## config.mk

```make
export PLATFORM = sky130hd
export DESIGN_NAME = cdc_tx_arbiter
export DESIGN_NICKNAME = d
export VERILOG_FILES = /design/src/rtl/cdc_tx_arbiter.sv
export SDC_FILE = /design/constraint.sdc
export NUM_CORES = 1
export LEC_CHECK = 0
export CAP_MARGIN = 10
export CORE_UTILIZATION = 35
export CTS_BUF_LIST = sky130_fd_sc_hd__clkbuf_2 sky130_fd_sc_hd__clkbuf_4 sky130_fd_sc_hd__clkbuf_8
export DETAILED_ROUTE_END_ITERATION = 10
export GPL_ROUTABILITY_DRIVEN = 0
export GPL_TIMING_DRIVEN = 0
export PLACE_DENSITY = 0.77
export SLEW_MARGIN = 20
export SYNTH_ARGS = -nofsm -noshare
export SYNTH_HDL_FRONTEND = slang
export SYNTH_SLANG_ARGS = --single-unit
```

## constraint.sdc

```tcl
create_clock -name tclock -period 2.41 [get_ports tclock]
set_input_delay 0.3615 -clock tclock [delete_from_list [all_inputs] [get_ports tclock]]
set_output_delay 0.3615 -clock tclock [all_outputs]
set_load 0.005 [all_outputs]
```

## src/rtl/cdc_tx_arbiter.sv

```systemverilog
// Round-robin arbiter that shares one full-handshake CDC transmitter among NUM_REQ producers.
// Define CDC_ARB_FIXED_PRIO_EN to use fixed priority (lowest index wins) instead of round robin.
module cdc_tx_arbiter #(
    parameter int DATA_WIDTH = 32,
    parameter int NUM_REQ    = 4,
    parameter int ID_WIDTH   = 2
) (
    input  logic                          tclock,
    input  logic                          reset,
    input  logic [NUM_REQ-1:0]            req_valid,
    input  logic [NUM_REQ*DATA_WIDTH-1:0] req_data,
    output logic [NUM_REQ-1:0]            req_ready,
    output logic [DATA_WIDTH-1:0]         xfer_data,
    output logic                          xfer_req,
    input  logic                          xfer_ready,
    output logic [ID_WIDTH-1:0]           grant_id,
    output logic                          busy,
    output logic [15:0]                   xfer_count
);

    typedef enum logic {
        S_IDLE,
        S_OFFER
    } state_t;

    state_t                state_q, state_d;
    logic [DATA_WIDTH-1:0] xfer_data_q, xfer_data_d;
    logic [ID_WIDTH-1:0]   grant_id_q, grant_id_d;
    logic [15:0]           xfer_count_q, xfer_count_d;
`ifndef CDC_ARB_FIXED_PRIO_EN
    logic [ID_WIDTH-1:0]   rr_ptr_q, rr_ptr_d;
`endif

    logic                  found;
    logic [ID_WIDTH-1:0]   winner;
    logic [DATA_WIDTH-1:0] sel_data;

    // Scan upward from the search base and wrap; the first valid requester wins.
    always_comb begin : search
        int                  base;
        int                  idx;
        logic [ID_WIDTH-1:0] cand;
        found  = 1'b0;
        winner = '0;
        idx    = 0;
        cand   = '0;
`ifdef CDC_ARB_FIXED_PRIO_EN
        base   = 0;
`else
        base   = int'(rr_ptr_q);
`endif
        for (int i = 0; i < NUM_REQ; i++) begin
            idx  = (base + i) % NUM_REQ;
            cand = ID_WIDTH'(idx);
            if (!found && req_valid[cand]) begin
                found  = 1'b1;
                winner = cand;
            end
        end
    end

    always_comb begin : data_mux
        sel_data = '0;
        for (int i = 0; i < NUM_REQ; i++) begin
            if (winner == ID_WIDTH'(i)) begin
                sel_data = req_data[i*DATA_WIDTH +: DATA_WIDTH];
            end
        end
    end

    always_comb begin : next_state
        state_d      = state_q;
        xfer_data_d  = xfer_data_q;
        grant_id_d   = grant_id_q;
        xfer_count_d = xfer_count_q;
`ifndef CDC_ARB_FIXED_PRIO_EN
        rr_ptr_d     = rr_ptr_q;
`endif
        case (state_q)
            S_IDLE: begin
                if (found) begin
                    state_d     = S_OFFER;
                    xfer_data_d = sel_data;
                    grant_id_d  = winner;
`ifndef CDC_ARB_FIXED_PRIO_EN
                    rr_ptr_d    = ID_WIDTH'((int'(winner) + 1) % NUM_REQ);
`endif
                end
            end
            S_OFFER: begin
                if (xfer_ready) begin
                    state_d      = S_IDLE;
                    xfer_count_d = xfer_count_q + 16'd1;
                end
            end
            default: state_d = S_IDLE;
        endcase
    end

    always_ff @(posedge tclock or negedge reset) begin
        if (!reset) begin
            state_q      <= S_IDLE;
            xfer_data_q  <= '0;
            grant_id_q   <= '0;
            xfer_count_q <= '0;
`ifndef CDC_ARB_FIXED_PRIO_EN
            rr_ptr_q     <= '0;
`endif
        end else begin
            state_q      <= state_d;
            xfer_data_q  <= xfer_data_d;
            grant_id_q   <= grant_id_d;
            xfer_count_q <= xfer_count_d;
`ifndef CDC_ARB_FIXED_PRIO_EN
            rr_ptr_q     <= rr_ptr_d;
`endif
        end
    end

    // Ready is gated by reset so no requester sees an accept while the block is held in reset.
    always_comb begin : ready_decode
        req_ready = '0;
        for (int i = 0; i < NUM_REQ; i++) begin
            req_ready[i] = reset && (state_q == S_IDLE) && found && (winner == ID_WIDTH'(i));
        end
    end

    assign xfer_req   = (state_q == S_OFFER);
    assign busy       = (state_q == S_OFFER);
    assign xfer_data  = xfer_data_q;
    assign grant_id   = grant_id_q;
    assign xfer_count = xfer_count_q;

endmodule

```

Word level (Yosys, flattened, before mapping)
Cells that the tools add are included.

Bits in registers: 53. Bits of input ports: 135. Output and inout port bits: 56. Logic and storage cells: 56.

Add/sub/neg operators: 5. $lt $le $gt $ge: 4. Equality and inequality tests: 3. Multiplexer cells: 23. Bitwise operators: 1. Reductions and logical operators: 15.

Operators by type and width (count): 2-to-1 mux 32 bit (4); adder 16 x 1 -> 16 bit, second input constant (1); < comparator 2 x 3 -> 1 bit, second input constant (4); 2-to-1 mux 1 bit (10); logical AND 1 bit (9); binary-select mux 1 bit (select 2 bit) (4); 2-to-1 mux 2 bit (4); adder 2 x 1 -> 2 bit, second input constant (2); adder 2 bit, second input constant (2); == test 2 bit, second input constant (2); AND reduction 2 bit (2); zero test 1 bit (3); == test 2 x 1 -> 1 bit, second input constant (1); zero test 2 bit (1); one-hot mux 1 bit (2 select lines) (1); NOT 1 bit (1).

Logic depth before layout (Yosys ltp)
Gate-level depths: netlist of the first run.

Depth in word-level cells: 17. Depth in mapped cells: 11. Mapped depth without buffers: 9.

Worst setup path before layout of the first run
Ideal clock, no wire load.

Path kind: flip-flop to output port. From: register rr_ptr_q[1]. To: output req_ready[3]. Arrival: 2.021 ns. Data required time: 2.049 ns. Path slack: 0.028 ns. Stages on the path, launching flop included: 9. Buffers on the path: 2. Path through: dfrtp_1 -> mux2i_1 -> nor2_1 -> or3_1 -> inv_1 -> ha_1 -> clkbuf_1 -> clkbuf_1 -> and3_1.

Word-level cells in the longest chain between the ends: 14. Elaborated cells between the ends (all ways): 28. Classes of those cells: add/sub (3); eq/ne (1); mux (16); reduce/logical (8).

Ends and longest elaborated chain: start, declared (RTL line 31) `logic [ID_WIDTH-1:0] rr_ptr_q, rr_ptr_d;`; start signal, assigned (RTL line 115) `rr_ptr_q <= rr_ptr_d;`; branches (longest 11 deep; another with adder 2 x 1 -> 2 bit); 2-to-1 mux 2 bit (*) (RTL line 55) `if (!found && req_valid[cand]) begin`; net winner[0] (RTL line 35) `logic [ID_WIDTH-1:0] winner;`; == test 2 bit (*) (RTL line 124) `req_ready[i] = reset && (state_q == S_IDLE) && found && (winner == ID_WIDTH'(i));`; logical AND 1 bit (*) (RTL line 124); end, declared (RTL line 12) `output logic [NUM_REQ-1:0] req_ready,`.

Mark *: on every way through the listed nets, which the timed path passes. The select of a mux whose other input is x is not followed.

Final worst setup path of the first run
From: register rr_ptr_q[1]. To: register xfer_data_q[25], in the netlist xfer_data[25].

Word-level cells in the longest chain between the ends: 17. Elaborated cells between the ends (all ways): 34. Classes of those cells: add/sub (3); eq/ne (3); mux (20); reduce/logical (8).

Ends and longest elaborated chain: branches (longest 17 deep; another with adder 2 x 1 -> 2 bit); end signal, assigned (RTL line 111) `xfer_data_q <= xfer_data_d;`; end, declared (RTL line 27) `logic [DATA_WIDTH-1:0] xfer_data_q, xfer_data_d;`.

Several ways; the timed one is not identified. The select of a mux whose other input is x is not followed. A chain may end at the register's enable or synchronous reset.

==> flow_summary.json, run 1 <==
{
  "async_flop_share_pct": 100,
  "synth_top_flop_cell": "dfrtp_1",
  "grt_pass1_wl_um": 17100,
  "r2r_cells": 11,
  "clock-root-buffer": "clkbuf_8",
  "start_util_pct": 36.0,
  "tightest_slew_ns": 0.706,
  "slew_headroom_pct": 52.9,
  "dr.first_iter.drc_count": 89,
  "clock-sinks": 53,
  "p_per_area_nw_per_um2": 890,
  "fin_ws_ns": -0.0469,
  "p_leak_nw": 2.46,
  "power_mw": 5.14,
  "grt_max_degree": 58,
  "period_share_pct": 102,
  "placed_cells": 651,
  "final-max-slew-violation-count": 0,
  "rrSetupSlack_ns": -0.05,
  "ys_seq_area_share_pct": 42.5,
  "ioPinCount": 191,
  "nets": 709,
  "ant_nets": 0,
  "grt_pass1_vias": 3477,
  "grt-busiest-layer": "met2",
  "die-area_um2": 9300,
  "dr_total_vias": 3630,
  "layout_commonest_cell": "clkdlybuf4s50_1",
  "ys_warn_count": 0,
  "ir_worst_vdd_mv": 0.451,
  "synth_edf_count": 0,
  "mostFrequentLayoutCells": "clkdlybuf4s50_1, a21oi_1, dfrtp_1, nor2_1, inv_1",
  "fillCellCount": 715,
  "synth_area_per_cell_um2": 8.85,
  "rsz0062_at_grt": "true",
  "path_max_fanout": 6,
  "antenna_cells": 0,
  "holdWs_ns": 0.0847,
  "fin_crit_ns": 2.46,
  "r2r_start": "rr_ptr_q[1]",
  "path_cells": "mux2i_1 -> nor2_1 -> or3_4 -> buf_6 -> ha_4 -> nor2b_4 -> buf_12 -> buf_8 -> a221o_1 -> a22oi_1 -> a21oi_1",
  "routed_wl_um": 11500,
  "first_pass_iters": 5,
  "antenna_found_initial": 0,
  "synth.cell_area_um2": 3120,
  "utilization_pct": 66.6,
  "endpoint_kind": "register",
  "area_growth_syn_to_layout_pct": 85.1,
  "synthCells": 353,
  "port_buffers": 190,
  "htree_num_levels": 2,
  "drc": 0,
  "place_ws_ns": -1.33,
  "cts_tree": "yes",
  "slowest_delay_ns": 0.43,
  "via_per_inst": 5.35,
  "status": "finished, violations left",
  "clkTransAtPathRegs_ns": 0.09,
  "timing.rr.end": "xfer_data[25]",
  "hold_viol_final": 0,
  "use_met2_pct": 44.0,
  "synth_nets": 493,
  "die_h_um": 96.5,
  "cp_slowest_cell": "dfrtp_2",
  "drive_gt1_share_pct": 17.7,
  "ys_ff_latch": 53,
  "skew_ns": 0.00384,
  "worstSetupPathType": "register to register",
  "finalSetupViolCount": 16,
  "holdBufCountCts": 0,
  "hold_path.class": "primary input to async pin",
  "cp.arrival_ns": 2.63,
  "grt_use_met3_pct": 5.01,
  "hpwlAfterDp_um": 8390,
  "failed_checks": "setup timing",
  "ys_types": 34,
  "worstSkewPairLatency_ns": 0.30,
  "required_ns": 2.58,
  "wl_per_cell_um": 17.0,
  "clockBufferDepth": 2,
  "max_cap_violations": 0,
  "track_usage_pct": 24.4,
  "chipWidth_um": 96.5,
  "start_kind": "register",
  "rows": 34,
  "grt_overflow": 0,
  "numCtsBuffers": 5,
  "core_um2": 8680,
  "layout.cells.non_filler": 678,
  "fmax_mhz": 407,
  "grt_use_met1_pct": 29.0,
  "startpoint": "rr_ptr_q[1]"
}
what timing repair did:
action,CTS,global route
setup buffers,9,9
cloned,3,0
endpoints found under the setup margin,36,36
resized for setup,82,37
pin swaps,11,20
worst max-delay path: cells and delay by family (launching register included):
family                   cells  cell delay, ns
AO/OA/AOI/OAI                3            0.56
adder cells (fa/ha/maj)      1            0.17
buffers and inverters        3            0.39
flip-flops                   1            0.43
multiplexers                 1            0.20
AND/OR/NAND/NOR              3            0.57
area by class of cell:
cell class	instances	area (um^2)	share of cell area (%)
repair buffers	211	2080	36.1
multi-input cells	235	1720	29.7
flip-flops and latches	53	1330	23.0
plain buffers	28	243	4.20
inverters	35	136	2.36
well taps	108	135	2.34
clock buffers	5	68.8	1.19
clock inverters	3	65.1	1.13
power breakdown:
group | switching (mW) | internal (mW)
combinational | 1.28 | 1.73
clock | 0.292 | 0.413
sequential | 0.231 | 1.19
total | 1.81 | 3.34
per-layer routing:
layer  wire length, um  vias to the layer above
met5                 0                        -
met4               198                        0
met3               795                       17
met2              5950                      150
met1              4570                     1761
li1                  -                     1702
synth_stat cells, types with 3 or more instances:
cell type,instances,area share (%)
ha_1,5,2.0
nand4_1,3,0.60
mux2_2,3,1.1
a22oi_1,32,7.7
nor2_1,39,4.7
dfrtp_1,53,42
a21oi_1,69,11
nand3_1,6,0.96
nand2_1,8,0.96
inv_1,35,4.2
and3_1,5,1.0
buf_2,9,1.4
a221o_1,31,9.9
clkbuf_1,18,2.2
xor2_1,5,1.4
xnor2_1,10,2.8
stage by stage:
| stage | setup TNS, ns | instance area [um^2] |
|---|---|---|
| after global routing | -2.39 | 5780 |
| after global placement | -61.70 | 5160 |
| after CTS | -1.19 | 5570 |
| after detailed placement | -25.80 | 5160 |
| final | -0.325 | 5780 |
| after floorplan | 0 | 3120 |
flip-flops by register name (all words and copies together) (netlist names):
signal,cells
xfer_data,32
xfer_count,16
grant_id,2
rr_ptr_q,2
busy,1
cell families (layout without fill, tap and decap cells):
family | Yosys count | count (layout) | share of synthesized area, %
AOI/OAI and AO/OA | 137 | 137 | 29.7
xor gates and xnor gates | 15 | 15 | 4.21
adders and majority gates | 5 | 5 | 2.00
buffers and inverters | 65 | 282 | 8.53
DFF | 53 | 53 | 42.5
muxes | 5 | 5 | 1.72
and+or+nand+nor | 73 | 73 | 11.4
worst max path at each step:
stage | cells past startpoint | slack (ns) | to
after CTS | 9 | -0.14 | req_ready[3]
after global placement | 3 | -1.48 | req_ready[1]
after detailed placement | 10 | -1.33 | req_ready[3]
after floorplan | 8 | 0.03 | req_ready[3]
after global routing | 6 | -0.14 | req_ready[0]
final | 11 | -0.05 | xfer_data[25]
(Power assumes the default switching activity.)
==> run 2, diff against run 1 <==
==> constraint.sdc (replaced) <==
create_clock -name tclock -period 2.41 [get_ports tclock]
set_input_delay 0.3615 -clock tclock [delete_from_list [all_inputs] [get_ports tclock]]
set_output_delay 0.3615 -clock tclock [all_outputs]
set_load 0.05 [all_outputs]
==> run 2 against run 1 <==
  * The run still ends with setup timing left
  * Die area is the same
  * Count of clock-buffer cells in the layout is the same
  * Cell count shrank 0.44%
  * Combinational power grew 27%
  * Critical path type is now register to output port
  * Global-route usage shrank 0.41 points
  * Core utilization shrank 1.7 points
  * Non-clock buffer count shrank 3
==> flow_summary.json, run 2 (synthesis gave the netlist of run 1 again) <==
{
  "fin_ws_ns": -0.112,
  "area_growth_syn_to_layout_pct": 80.2,
  "ant_nets": 0,
  "nets": 706,
  "antenna_cells": 0,
  "p_sw_mw": 2.74,
  "drc": 0,
  "grt_overflow": 0,
  "ioPinCount": 191,
  "start_util_pct": 36.0,
  "rsz0062_at_grt": "true",
  "final-max-slew-violation-count": 0,
  "grt_max_degree": 58,
  "combPwrFrac_pct": 65.4,
  "wl_per_cell_um": 16.5,
  "drive_gt1_share_pct": 13.4,
  "track_usage_pct": 24.0,
  "port_buffers": 190,
  "failed_checks": "setup timing",
  "r2r_cells": 9,
  "required_ns": 2.05,
  "worstSkewPairLatency_ns": 0.30,
  "dr.first_iter.drc_count": 109,
  "clockBufferDepth": 2,
  "p_leak_nw": 2.41,
  "fmax_mhz": 396,
  "tightest_slew_ns": 0.702,
  "status": "finished, violations left",
  "clock-sinks": 53,
  "ir_worst_vdd_mv": 0.404,
  "core_um2": 8680,
  "rows": 34,
  "skew_ns": 0.00616,
  "routed_wl_um": 11100,
  "grt_pass1_wl_um": 17000,
  "fin_crit_ns": 2.52,
  "placed_cells": 651,
  "clkTransAtPathRegs_ns": 0.10,
  "hpwlAfterDp_um": 8190,
  "via_per_inst": 5.21,
  "slew_headroom_pct": 53.2,
  "max_cap_violations": 0,
  "worstSetupPathType": "register to output port",
  "die_h_um": 96.5,
  "layout_commonest_cell": "clkdlybuf4s50_1",
  "numCtsBuffers": 5,
  "holdBufCountCts": 0,
  "start_kind": "register",
  "hold_path.class": "primary input to async pin",
  "hold_viol_final": 0,
  "p_sw_share_pct": 46.9,
  "holdWs_ns": 0.0831,
  "endpoint_kind": "output port",
  "htree_num_levels": 2,
  "layout.cells.non_filler": 675,
  "die-area_um2": 9300,
  "first_pass_iters": 4,
  "chipWidth_um": 96.5,
  "cp.arrival_ns": 2.16,
  "largest_register_ffs": 32,
  "intPower_mw": 3.11,
  "cts_tree": "yes",
  "grt_pass1_vias": 3539,
  "clock-root-buffer": "clkbuf_8",
  "finalSetupViolCount": 5,
  "finalSetupTns_ns": -0.286,
  "clockPowerShare_pct": 10.5,
  "place_ws_ns": -1.42,
  "period_share_pct": 105,
  "dr_total_vias": 3516,
  "antenna_found_initial": 0,
  "mostFrequentLayoutCells": "clkdlybuf4s50_1, a21oi_1, dfrtp_1, nor2_1, inv_1",
  "pwr-share-seq_pct": 24.0,
  "p_per_area_nw_per_um2": 1040,
  "path_max_fanout": 5
}
-- run 2: cell count changes in the layout (fill, tap and decap cells not counted), moves of 4 or more --
cell     delta
a21oi_1     +4
a21oi_2     -4
a22oi_1    +18
a22oi_2    -18
buf_6       -8
-- run 2: final timing paths --
kind | startpoint | end | slack (ns)
setup reg to reg | rr_ptr_q[1] | xfer_data[25] | 0
hold / removal | reset | xfer_count[3] | 0.08
hold reg to reg | xfer_count[15] | xfer_count[15] | 0.48
setup / recovery | rr_ptr_q[1] | req_ready[3] | -0.11
min in group tclock | xfer_count[15] | xfer_count[15] | 0.48
max in group asynchronous | reset | rr_ptr_q[1] | 1.82
-- run 2: area by class of cell --
| type | count | area, um^2 |
|---|---|---|
| clock buffer | 5 | 68.8 |
| timing repair buffer | 207 | 2030 |
| tap | 108 | 135 |
| buffer | 29 | 264 |
| multi-input combinational | 235 | 1620 |
| sequential | 53 | 1330 |
| inverter | 35 | 136 |
| fill | 755 | 3050 |
| clock inverter | 3 | 46.3 |
-- run 2: power groups by stage --
stage,clock network [mW],logic (mW),registers (mW)
3_5_place_dp,0,3.44,1.42
5_1_grt,0.665,4.05,1.44
6_report,0.616,3.83,1.41
3_3_place_gp,0,3.39,1.41
2_1_floorplan,0,1.21,2.41
4_1_cts,0.631,3.78,1.41
-- run 2: what timing repair did --
item / 4_1_cts / 5_1_grt
endpoints found under the setup margin: 36 / 36
setup buffers: 12 / 4
cloned: 1 / 0
gates resized for setup: 84 / 13
pin swaps: 9 / 3
-- run 2: through the flow --
step	power (mW)	cell area [um^2]	util, %
floorplan	3.62	3140	-
global placement	4.79	5170	59.6
detailed placement	4.86	5170	59.6
CTS	5.82	5590	64.4
global route	6.16	5630	64.9
finish	5.85	5630	64.9
-- run 2: critical path, cell delays in order (launching register included) --
cell	delay, ns
dfrtp_2	0.42
mux2i_1	0.19
nor2_1	0.07
or3_4	0.39
inv_6	0.10
ha_4	0.14
buf_8	0.10
clkbuf_16	0.12
and3_4	0.17
buf_8	0.14
-- run 2: layer usage --
| layer | global-route usage (%) | wire, um |
|---|---|---|
| met2 | 43.4 | 5710 |
| met1 | 28.4 | 4440 |
| met4 | 5.64 | 116 |
| met5 | 0 | 0 |
| met3 | 6.03 | 855 |
==> run 3, diff against run 2 <==
--- a/config.mk
+++ b/config.mk
@@ -6,12 +6,13 @@
 export NUM_CORES = 1
 export LEC_CHECK = 0
 export CAP_MARGIN = 10
-export CORE_UTILIZATION = 35
+export CORE_ASPECT_RATIO = 1.1
+export CORE_UTILIZATION = 39
 export CTS_BUF_LIST = sky130_fd_sc_hd__clkbuf_2 sky130_fd_sc_hd__clkbuf_4 sky130_fd_sc_hd__clkbuf_8
 export DETAILED_ROUTE_END_ITERATION = 10
 export GPL_ROUTABILITY_DRIVEN = 0
 export GPL_TIMING_DRIVEN = 0
-export PLACE_DENSITY = 0.77
+export PLACE_DENSITY = 0.82
 export SLEW_MARGIN = 20
 export SYNTH_ARGS = -nofsm -noshare
 export SYNTH_HDL_FRONTEND = slang
==> constraint.sdc (replaced) <==
create_clock -name tclock -period 2.8 [get_ports tclock]
set_input_delay 0.42 -clock tclock [delete_from_list [all_inputs] [get_ports tclock]]
set_output_delay 0.42 -clock tclock [all_outputs]
set_load 0.05 [all_outputs]
==> run 3 against run 2 <==
  * The flow now finishes without violations
  * Hold slack gained 0.072 ns
  * Clock power shrank 27%
  * First-iteration DRC count grew 36%
  * Clock skew grew 0.0013 ns
  * Critical path depth is the same
  * Total power shrank 20%
  * Cell count shrank 2.8%
  * Flip-flop and latch count is the same
  * Combinational power shrank 21%
  * Largest power group unchanged
  * Highest routed layer unchanged
==> flow_summary.json, run 3 (synthesis gave the netlist of run 1 again) <==
{
  "antenna_cells": 0,
  "fin_crit_ns": 2.70,
  "area_growth_syn_to_layout_pct": 70.9,
  "numCtsBuffers": 5,
  "clkTransAtPathRegs_ns": 0.11,
  "start_util_pct": 41.1,
  "design_area_um2": 5340,
  "seqCellArea_um2": 1330,
  "hold_viol_final": 0,
  "track_usage_pct": 26.4,
  "via_per_inst": 5.38,
  "grt_pass1_vias": 3590,
  "skew_ns": 0.00744,
  "fmax_mhz": 370,
  "grt_pass1_wl_um": 17000,
  "drive_gt1_share_pct": 8.53,
  "htree_num_levels": 2,
  "intPower_mw": 2.40,
  "cts_tree": "yes",
  "worstSetupPathType": "register to output port",
  "place_area_um2": 5150,
  "start_kind": "register",
  "p_per_area_nw_per_um2": 881,
  "worstSkewPairLatency_ns": 0.30,
  "chipWidth_um": 87.3,
  "antenna_found_initial": 0,
  "clockBufferDepth": 2,
  "finalSetupTns_ns": 0,
  "status": "finished clean",
  "hpwlAfterDp_um": 8220,
  "slew_headroom_pct": 52.9,
  "max_cap_violations": 0,
  "rows": 33,
  "path_max_fanout": 10,
  "finalSetupViolCount": 0,
  "period_share_pct": 96.4,
  "place_ws_ns": -1.30,
  "power_mw": 4.70,
  "holdBufCountCts": 0,
  "first_pass_iters": 4,
  "nets": 690,
  "mostFrequentLayoutCells": "clkdlybuf4s50_1, a21oi_1, dfrtp_1, nor2_1, inv_1",
  "combPwrFrac_pct": 64.7,
  "cp.arrival_ns": 2.28,
  "ir_worst_vdd_mv": 0.436,
  "ant_nets": 0,
  "dr_total_vias": 3532,
  "ioPinCount": 191,
  "hold_path.class": "primary input to async pin",
  "p_sw_share_pct": 48.8,
  "fillCellCount": 649,
  "die-area_um2": 8370,
  "die_h_um": 95.9,
  "port_buffers": 190,
  "dr.first_iter.drc_count": 148,
  "tightest_slew_ns": 0.706,
  "p_sw_mw": 2.30,
  "final-max-slew-violation-count": 0,
  "core_um2": 7600,
  "clockPowerShare_pct": 9.6,
  "fin_ws_ns": 0.0997,
  "wl_per_cell_um": 16.4,
  "multiInputGateArea_um2": 1580,
  "endpoint_kind": "output port",
  "grt_max_degree": 58,
  "routed_wl_um": 10800,
  "p_leak_nw": 2.27,
  "largest_register_ffs": 32,
  "clock-root-buffer": "clkbuf_8",
  "pwr-share-seq_pct": 25.8,
  "rsz0062_at_grt": "false",
  "clock-sinks": 53,
  "grt_overflow": 0,
  "drc": 0,
  "required_ns": 2.38,
  "layout_commonest_cell": "clkdlybuf4s50_1"
}
==> run 3: cell count changes in the layout (fill, tap and decap cells not counted), moves of 4 or more <==
cell | before | now
clkbuf_1 | 5 | 13
clkbuf_16 | 4 | 0
clkbuf_2 | 5 | 0
buf_8 | 4 | 0
buf_4 | 17 | 5
==> run 3: metrics by stage <==
stage                     util, %  hold WS, ns  std cells
after global routing         70.2        0.204        656
after floorplan                 -        0.124        353
after detailed placement     67.8        0.468        648
after CTS                    69.8        0.181        655
final                        70.2        0.155        656
after global placement       67.9        0.458        648
==> run 3: timing repair <==
| action | in CTS | in global routing |
|---|---|---|
| endpoints found under the setup margin | 24 | 3 |
| buffers inserted | 1 | 1 |
| pin swaps | 0 | 0 |
| resized for setup | 41 | 8 |
| cloned | 0 | 0 |
==> run 3: power by group through the flow <==
stage / combinational, mW / clock (mW) / sequential (mW)
6_report: 3.04 / 0.449 / 1.21
3_3_place_gp: 2.90 / 0 / 1.21
2_1_floorplan: 1.04 / 0 / 2.07
4_1_cts: 3.01 / 0.461 / 1.21
3_5_place_dp: 2.94 / 0 / 1.22
5_1_grt: 3.24 / 0.492 / 1.25
==> run 3: worst paths after layout <==
kind / end / slack (ns) / cells after the start / from
max in group asynchronous: rr_ptr_q[1] / 2.14 / 1 / reset
min: xfer_count[2] / 0.15 / 1 / reset
min in group tclock: xfer_count[15] / 0.48 / 1 / xfer_count[15]
min reg2reg: xfer_count[15] / 0.48 / 1 / xfer_count[15]
max reg2reg: xfer_data[20] / 0.29 / 10 / rr_ptr_q[1]
max: req_ready[1] / 0.1 / 9 / rr_ptr_q[1]
==> run 3: cell type report <==
| class | instances | area share [%] |
|---|---|---|
| Buffer | 28 | 2.95 |
| Clock buffer | 5 | 1.29 |
| Clock inverter | 3 | 0.469 |
| Inverter | 35 | 2.51 |
| Multi-Input combinational cell | 235 | 29.6 |
| Sequential cell | 53 | 24.9 |
| Tap cell | 105 | 2.46 |
| Timing Repair Buffer | 192 | 35.8 |
==> run 3: worst max-delay path: stages, from the launching register on <==
cell and delay [ns]:
dfrtp_2 0.43, mux2i_1 0.20, nor2_1 0.05, or3_4 0.41
inv_4 0.09, ha_1 0.16, buf_6 0.13, clkbuf_8 0.17
and3_4 0.18, buf_6 0.15
==> run 3: metal layers <==
| layer | share of wire, % | GRT usage [%] |
|---|---|---|
| met2 | 51 | 47.7 |
| met3 | 7.7 | 6.26 |
| met5 | 0 | 0 |
| met1 | 40 | 31.7 |
| met4 | 1.1 | 5.87 |
